==> config.mk <==
export PLATFORM = sky130hd
export DESIGN_NAME = apb_requester_engine_flat
export DESIGN_NICKNAME = d
export VERILOG_FILES = /design/src/rtl/apb_requester_engine_if.sv /design/src/rtl/apb_requester_engine.sv /design/src/flat_wrapper.sv
export SDC_FILE = /design/constraint.sdc
export NUM_CORES = 1
export LEC_CHECK = 0
export CORE_ASPECT_RATIO = 1.2
export CORE_MARGIN = 4
export CORE_UTILIZATION = 43
export DETAILED_ROUTE_END_ITERATION = 8
export PLACE_DENSITY_LB_ADDON = 0.12
export SKIP_LAST_GASP = 1
export SLEW_MARGIN = 20
export SYNTH_ARGS = -nofsm -noshare
export SYNTH_HDL_FRONTEND = slang
export SYNTH_SLANG_ARGS = --single-unit
==> constraint.sdc <==
create_clock -name clk -period 4.8 [get_ports clk]
set_input_delay 0.96 -clock clk [delete_from_list [all_inputs] [get_ports clk]]
set_output_delay 0.96 -clock clk [all_outputs]
set_load 0.02 [all_outputs]
==> src/rtl/apb_requester_engine_if.sv <==
// Command, response and APB bus bundle for apb_requester_engine.
// master = the engine; slave = command source / response sink / APB completer side.
interface apb_requester_engine_if #(
    parameter int ADDR_WIDTH = 16
);
    logic                  cmd_valid;
    logic                  cmd_ready;
    logic                  cmd_write;
    logic [ADDR_WIDTH-1:0] cmd_addr;
    logic [31:0]           cmd_wdata;
    logic [3:0]            cmd_strb;

    logic                  rsp_valid;
    logic                  rsp_ready;
    logic [31:0]           rsp_rdata;
    logic                  rsp_err;
    logic                  rsp_timeout;

    logic                  pclk;
    logic                  preset_n;
    logic                  psel;
    logic                  penable;
    logic [ADDR_WIDTH-1:0] paddr;
    logic                  pwrite;
    logic [31:0]           pwdata;
    logic [3:0]            pstrb;
    logic [2:0]            pprot;
    logic                  pready;
    logic [31:0]           prdata;
    logic                  pslverr;

    modport master (
        input  cmd_valid, cmd_write, cmd_addr, cmd_wdata, cmd_strb,
        output cmd_ready,
        output rsp_valid, rsp_rdata, rsp_err, rsp_timeout,
        input  rsp_ready,
        output pclk, preset_n, psel, penable, paddr, pwrite, pwdata, pstrb, pprot,
        input  pready, prdata, pslverr
    );

    modport slave (
        output cmd_valid, cmd_write, cmd_addr, cmd_wdata, cmd_strb,
        input  cmd_ready,
        input  rsp_valid, rsp_rdata, rsp_err, rsp_timeout,
        output rsp_ready,
        input  pclk, preset_n, psel, penable, paddr, pwrite, pwdata, pstrb, pprot,
        output pready, prdata, pslverr
    );
endinterface

==> src/rtl/apb_requester_engine.sv <==
// Single-outstanding APB requester: valid/ready command -> APB SETUP/ACCESS -> valid/ready response.
// Latency: IDLE, SETUP, ACCESS (+1 per PREADY wait), RESP; 4 cycles minimum per transfer.
// Backpressure: cmd_ready low from accept until the response is taken; rsp_ready low holds RESP. Watchdog: APB_REQUESTER_TIMEOUT_EN.
module apb_requester_engine #(
    parameter int ADDR_WIDTH     = 16,
    parameter int TIMEOUT_CYCLES = 1024
) (
    input  logic                   clk,
    input  logic                   rst,
    apb_requester_engine_if.master bus
);
    typedef enum logic [1:0] {
        ST_IDLE,
        ST_SETUP,
        ST_ACCESS,
        ST_RESP
    } state_e;

    state_e                state_q, state_d;
    logic                  cmd_ready_q, cmd_ready_d;
    logic [ADDR_WIDTH-1:0] paddr_q, paddr_d;
    logic                  pwrite_q, pwrite_d;
    logic [31:0]           pwdata_q, pwdata_d;
    logic [3:0]            pstrb_q, pstrb_d;
    logic [31:0]           rdata_q, rdata_d;
    logic                  err_q, err_d;
    logic                  tmo_q, tmo_d;
    logic                  access_timeout;

    if (TIMEOUT_CYCLES < 2) begin : g_bad_timeout
        $error("apb_requester_engine: TIMEOUT_CYCLES must be at least 2");
    end

`ifdef APB_REQUESTER_TIMEOUT_EN
    localparam int CNT_W = $clog2(TIMEOUT_CYCLES + 1);

    logic [CNT_W-1:0] cnt_q, cnt_d;

    always_comb begin
        cnt_d = cnt_q;
        if (state_q == ST_SETUP) begin
            cnt_d = '0;
        end else if (state_q == ST_ACCESS && !bus.pready) begin
            cnt_d = cnt_q + 1'b1;
        end
    end

    always_ff @(posedge clk or posedge rst) begin
        if (rst) begin
            cnt_q <= '0;
        end else begin
            cnt_q <= cnt_d;
        end
    end

    // Fires on the cycle whose un-ready edge would bring the count to the limit; pready wins.
    assign access_timeout = !bus.pready && (cnt_q == CNT_W'(TIMEOUT_CYCLES - 1));
`else
    assign access_timeout = 1'b0;
`endif

    always_comb begin
        state_d  = state_q;
        paddr_d  = paddr_q;
        pwrite_d = pwrite_q;
        pwdata_d = pwdata_q;
        pstrb_d  = pstrb_q;
        rdata_d  = rdata_q;
        err_d    = err_q;
        tmo_d    = tmo_q;

        case (state_q)
            ST_IDLE: begin
                if (bus.cmd_valid && cmd_ready_q) begin
                    paddr_d  = bus.cmd_addr;
                    pwrite_d = bus.cmd_write;
                    pwdata_d = bus.cmd_wdata;
                    pstrb_d  = bus.cmd_write ? bus.cmd_strb : 4'h0;
                    state_d  = ST_SETUP;
                end
            end
            ST_SETUP: begin
                state_d = ST_ACCESS;
            end
            ST_ACCESS: begin
                if (bus.pready) begin
                    rdata_d = pwrite_q ? 32'h0 : bus.prdata;
                    err_d   = bus.pslverr;
                    tmo_d   = 1'b0;
                    state_d = ST_RESP;
                end else if (access_timeout) begin
                    rdata_d = 32'h0;
                    err_d   = 1'b1;
                    tmo_d   = 1'b1;
                    state_d = ST_RESP;
                end
            end
            ST_RESP: begin
                if (bus.rsp_ready) begin
                    state_d = ST_IDLE;
                end
            end
            default: begin
                state_d = ST_IDLE;
            end
        endcase

        // Registered ready: high exactly when the next state is IDLE, so it stays low through reset.
        cmd_ready_d = (state_d == ST_IDLE);
    end

    always_ff @(posedge clk or posedge rst) begin
        if (rst) begin
            state_q     <= ST_IDLE;
            cmd_ready_q <= 1'b0;
            paddr_q     <= '0;
            pwrite_q    <= 1'b0;
            pwdata_q    <= 32'h0;
            pstrb_q     <= 4'h0;
            rdata_q     <= 32'h0;
            err_q       <= 1'b0;
            tmo_q       <= 1'b0;
        end else begin
            state_q     <= state_d;
            cmd_ready_q <= cmd_ready_d;
            paddr_q     <= paddr_d;
            pwrite_q    <= pwrite_d;
            pwdata_q    <= pwdata_d;
            pstrb_q     <= pstrb_d;
            rdata_q     <= rdata_d;
            err_q       <= err_d;
            tmo_q       <= tmo_d;
        end
    end

    assign bus.cmd_ready   = cmd_ready_q;
    assign bus.rsp_valid   = (state_q == ST_RESP);
    assign bus.rsp_rdata   = rdata_q;
    assign bus.rsp_err     = err_q;
    assign bus.rsp_timeout = tmo_q;

    assign bus.pclk     = clk;
    assign bus.preset_n = !rst;
    assign bus.psel     = (state_q == ST_SETUP) || (state_q == ST_ACCESS);
    assign bus.penable  = (state_q == ST_ACCESS);
    assign bus.paddr    = paddr_q;
    assign bus.pwrite   = pwrite_q;
    assign bus.pwdata   = pwdata_q;
    assign bus.pstrb    = pstrb_q;
    assign bus.pprot    = 3'b000;
endmodule

==> src/flat_wrapper.sv <==
// flat-port wrapper written by rule: the top's interface ports become plain ports
module apb_requester_engine_flat 
#(
    parameter int ADDR_WIDTH     = 16,
    parameter int TIMEOUT_CYCLES = 1024
)
  (clk, rst, bus_cmd_valid, bus_cmd_write, bus_cmd_addr, bus_cmd_wdata, bus_cmd_strb, bus_cmd_ready, bus_rsp_valid, bus_rsp_rdata, bus_rsp_err, bus_rsp_timeout, bus_rsp_ready, bus_pclk, bus_preset_n, bus_psel, bus_penable, bus_paddr, bus_pwrite, bus_pwdata, bus_pstrb, bus_pprot, bus_pready, bus_prdata, bus_pslverr);
  apb_requester_engine_if #(.ADDR_WIDTH(ADDR_WIDTH)) bus_i ();
  input  logic clk;
  input  logic rst;
  input wire logic [$bits(bus_i.cmd_valid)-1:0] bus_cmd_valid;
  input wire logic [$bits(bus_i.cmd_write)-1:0] bus_cmd_write;
  input wire logic [$bits(bus_i.cmd_addr)-1:0] bus_cmd_addr;
  input wire logic [$bits(bus_i.cmd_wdata)-1:0] bus_cmd_wdata;
  input wire logic [$bits(bus_i.cmd_strb)-1:0] bus_cmd_strb;
  output wire logic [$bits(bus_i.cmd_ready)-1:0] bus_cmd_ready;
  output wire logic [$bits(bus_i.rsp_valid)-1:0] bus_rsp_valid;
  output wire logic [$bits(bus_i.rsp_rdata)-1:0] bus_rsp_rdata;
  output wire logic [$bits(bus_i.rsp_err)-1:0] bus_rsp_err;
  output wire logic [$bits(bus_i.rsp_timeout)-1:0] bus_rsp_timeout;
  input wire logic [$bits(bus_i.rsp_ready)-1:0] bus_rsp_ready;
  output wire logic [$bits(bus_i.pclk)-1:0] bus_pclk;
  output wire logic [$bits(bus_i.preset_n)-1:0] bus_preset_n;
  output wire logic [$bits(bus_i.psel)-1:0] bus_psel;
  output wire logic [$bits(bus_i.penable)-1:0] bus_penable;
  output wire logic [$bits(bus_i.paddr)-1:0] bus_paddr;
  output wire logic [$bits(bus_i.pwrite)-1:0] bus_pwrite;
  output wire logic [$bits(bus_i.pwdata)-1:0] bus_pwdata;
  output wire logic [$bits(bus_i.pstrb)-1:0] bus_pstrb;
  output wire logic [$bits(bus_i.pprot)-1:0] bus_pprot;
  input wire logic [$bits(bus_i.pready)-1:0] bus_pready;
  input wire logic [$bits(bus_i.prdata)-1:0] bus_prdata;
  input wire logic [$bits(bus_i.pslverr)-1:0] bus_pslverr;
  assign bus_i.cmd_valid = bus_cmd_valid;
  assign bus_i.cmd_write = bus_cmd_write;
  assign bus_i.cmd_addr = bus_cmd_addr;
  assign bus_i.cmd_wdata = bus_cmd_wdata;
  assign bus_i.cmd_strb = bus_cmd_strb;
  assign bus_cmd_ready = bus_i.cmd_ready;
  assign bus_rsp_valid = bus_i.rsp_valid;
  assign bus_rsp_rdata = bus_i.rsp_rdata;
  assign bus_rsp_err = bus_i.rsp_err;
  assign bus_rsp_timeout = bus_i.rsp_timeout;
  assign bus_i.rsp_ready = bus_rsp_ready;
  assign bus_pclk = bus_i.pclk;
  assign bus_preset_n = bus_i.preset_n;
  assign bus_psel = bus_i.psel;
  assign bus_penable = bus_i.penable;
  assign bus_paddr = bus_i.paddr;
  assign bus_pwrite = bus_i.pwrite;
  assign bus_pwdata = bus_i.pwdata;
  assign bus_pstrb = bus_i.pstrb;
  assign bus_pprot = bus_i.pprot;
  assign bus_i.pready = bus_pready;
  assign bus_i.prdata = bus_prdata;
  assign bus_i.pslverr = bus_pslverr;
  apb_requester_engine #(.ADDR_WIDTH(ADDR_WIDTH), .TIMEOUT_CYCLES(TIMEOUT_CYCLES)) u_core (.clk(clk), .rst(rst), .bus(bus_i));
endmodule
==> summary.txt <==
GRT
  – Gr usage total: between 10% and 20%
  – Antenna violations before repair: 0
  – First-pass GRT wire length: about 14000 um
  – Largest net degree at the start of global routing: 67
  – Vias in the first global route: 2797
  – Total gr overflow: 0

Final layout
  – Nets@finish: ~560
  – Layout Area Growth over Synthesis: 58.1%
  – Fin util: 70.4%
  – Antenna fix cells: 0
  – Layout cells sized above 1: approximately 16%
  – Non-filler instance count after layout: just under 600
  – FILL cells: 634

Critical path
  – Worst EP required: between 3 and 4 ns
  – Most frequent CP cell: clkbuf_8
  – Crit path arrival time: 3.17 ns
  – Critical path class: clock port to output port
  – Crit-path max cell delay: roughly 0.54 ns
  – Crit Path Max Fanout: 2
  – Crit-path cells: clkbuf_8 > clkbuf_8 > clkdlybuf4s50_1
  – Critical path endpoint category: output port
  – Slowest library cell on the worst path: clkdlybuf4s50_1
  – Crit start category: clock port
  – R2R depth: 5

Logic synthesis
  – Synthesized area per cell: around 13 um2
  – Sequential cell area fraction in the yosys report: 60.7%
  – Yosys warns: 0
  – Synth top area share: between 60% and 70%
  – Netlist Area Pre-Place: 3670 um2
  – Top cells by area, synth: dfrtp_1 61%, mux2_4 9.0%, mux2_2 8.9%
  – #FFs+latches synth: a little under 90
  – Post-Synthesis Cells: 287
  – Cell taking the most area after synthesis: dfrtp_1
  – Unique cell type count in the Yosys netlist: 19

Placement
  – Port Buf Inserts: approximately 180
  – Post-placement cell count: 569
  – Hpwl dp: between 6000 and 7000 um
  – GPL Wtd Cong: between 0.7 and 0.8
  – Pre-CTS WS: approximately 0.93 ns

Clock network
  – Post-CTS Resized: 0
  – CTS tree: done
  – Post-CTS setup repair buffer count: 0
  – Latest clock arrival within the worst-skew pair: about 0.45 ns
  – Cts hold-fix bufs: 0
  – Reg clk slew, reported paths: about 0.08 ns

Hold path
  – Hold Crit Class: flip-flop to flip-flop
  – WHS Path Cells: 2

Route
  – Drc violations: 0
  – Starting DRT DRC Count: 111
  – Vias: between 2k and 3k
  – Pre-Repair DR Iteration Count: 4
  – Routed Antenna Nets: 0
  – WL per Instance: around 16 um
  – WL final: 9150 um
  – Via density: ~4.6

Run
  – Number of max-cap violations: 0

STA
  – Hold_ws: roughly 0.48 ns
  – Setup TNS: 0 ns
  – Max_slew headroom: roughly 35%
  – Unrepaired setup endpoints after global routing: no
  – Finish-stage setup viols: 0
  – Fin. Hold Viols: 0
  – Clock skew: 0.00914 ns
  – Max-slew violation count: 0
  – PnR worst setup slack: approximately 0.67 ns
  – Slew of the pin with the lowest slew margin: about 0.98 ns

Floorplanning
  – Floorplan core area: between 8000 and 9000 um2
  – Die H: approximately 110 um
  – Total die area: 10100 um2
  – Initial Util: between 40 and 50%
  – Row count: 36
  – Die width: a little over 90 um
  – Top Ports: about 190

Status
  – Status: complete, no violations

Power
  – Power Density: between 600 and 700 nW/um2
  – Pleak: 2.57 nW
  – Peak supply drop: 0.383 mV
## critical path, delay by kind of cell
kind | cells | cell delay, ns
buffers and inverters | 3 | 0.77
## path summary, 6_finish.rpt
check	to	slack, ns	start
worst max-delay path	bus_pclk	0.67	clk
worst min-delay path	u_core.bus.rsp_rdata[31]	0.48	u_core.bus.rsp_rdata[31]
worst max register to register	u_core.bus.paddr[3]	2.43	u_core.state_q[0]
worst min register to register	u_core.bus.rsp_rdata[31]	0.48	u_core.bus.rsp_rdata[31]
max in group asynchronous	u_core.bus.paddr[5]	2.82	rst
min in group asynchronous	u_core.bus.paddr[6]	0.97	rst
## power breakdown
part	internal, mW	leakage [nW]	switching [mW]
clock network	0.362	0.137	0.274
logic	1.08	1.34	0.935
registers	1.12	1.09	0.219
total	2.56	2.57	1.43
## cell usage in the layout (no fill, tap or decap), drive strengths merged
cell type and count:
clkbuf 16, clkinv 2, bufinv 1, dfrtp 89, a22o 1, ha 4, conb 4, nand2 42
a21oi 2, buf 4, nand2b 32, nand3 1, clkdlybuf4s50 182, inv 3, mux2 51, o21ai 36
nor2 1, a211oi 1, a221oi 1
## synth_stat cells
library cell / instances
dfrtp_1: 89
nand2_1: 42
o21ai_0: 36
nand2b_1: 32
mux2_2: 29
mux2_4: 22
buf_2: 7
buf_4: 5
clkbuf_1: 5
buf_6: 4
ha_1: 4
inv_1: 4
a21oi_1: 2
a211oi_1: 1
a221oi_1: 1
a22o_1: 1
conb_1: 1
nand3_1: 1
nor2_1: 1
## through the flow
step                      cell area (um2)  total power, mW
final                                5800             3.99
after global routing                 5800             4.23
after CTS                            5800             4.04
after detailed placement             5550             3.42
after global placement               5550             3.38
after floorplan                      3680             2.46
## routing by layer
| layer | up-vias | routed length [um] | track usage (%) |
|---|---|---|---|
| met4 | 0 | 193 | 8.60 |
| met5 | - | 0 | 0 |
| li1 | 1305 | - | - |
| met2 | 118 | 4520 | 30.3 |
| met1 | 1274 | 3600 | 22.2 |
| met3 | 16 | 827 | 6.97 |
## flip-flops by register name, summed over array words and instances (netlist names)
| signal | cells |
|---|---|
| u_core.state_q | 2 |
| u_core.bus.pwrite | 1 |
| u_core.bus.cmd_ready | 1 |
| u_core.bus.pstrb | 4 |
| u_core.bus.pwdata | 32 |
| u_core.bus.rsp_err | 1 |
| u_core.bus.rsp_rdata | 32 |
| u_core.bus.paddr | 16 |
## final cells by class
cell class	count	area, um2	share of cell area [%]
Clock inverter	2	35.0	0.604
Sequential cell	89	2230	38.4
Clock buffer	17	230	3.97
Tap cell	114	143	2.46
Multi-Input combinational cell	176	1310	22.6
Timing Repair Buffer	185	1840	31.7
Inverter	4	16.3	0.280
## cell families (layout without fill, tap and decap cells)
kind of cell | count (synthesis) | after routing | synth area share (%)
buffers and inverters | 25 | 208 | 4.12
adders and majority gates | 4 | 4 | 1.36
other | 1 | 4 | 0.102
DFF | 89 | 89 | 60.7
AOI/OAI and AO/OA | 41 | 41 | 5.86
and+or+nand+nor | 76 | 76 | 9.99
muxes | 51 | 51 | 17.9
Power figures use the tool's default switching activity.
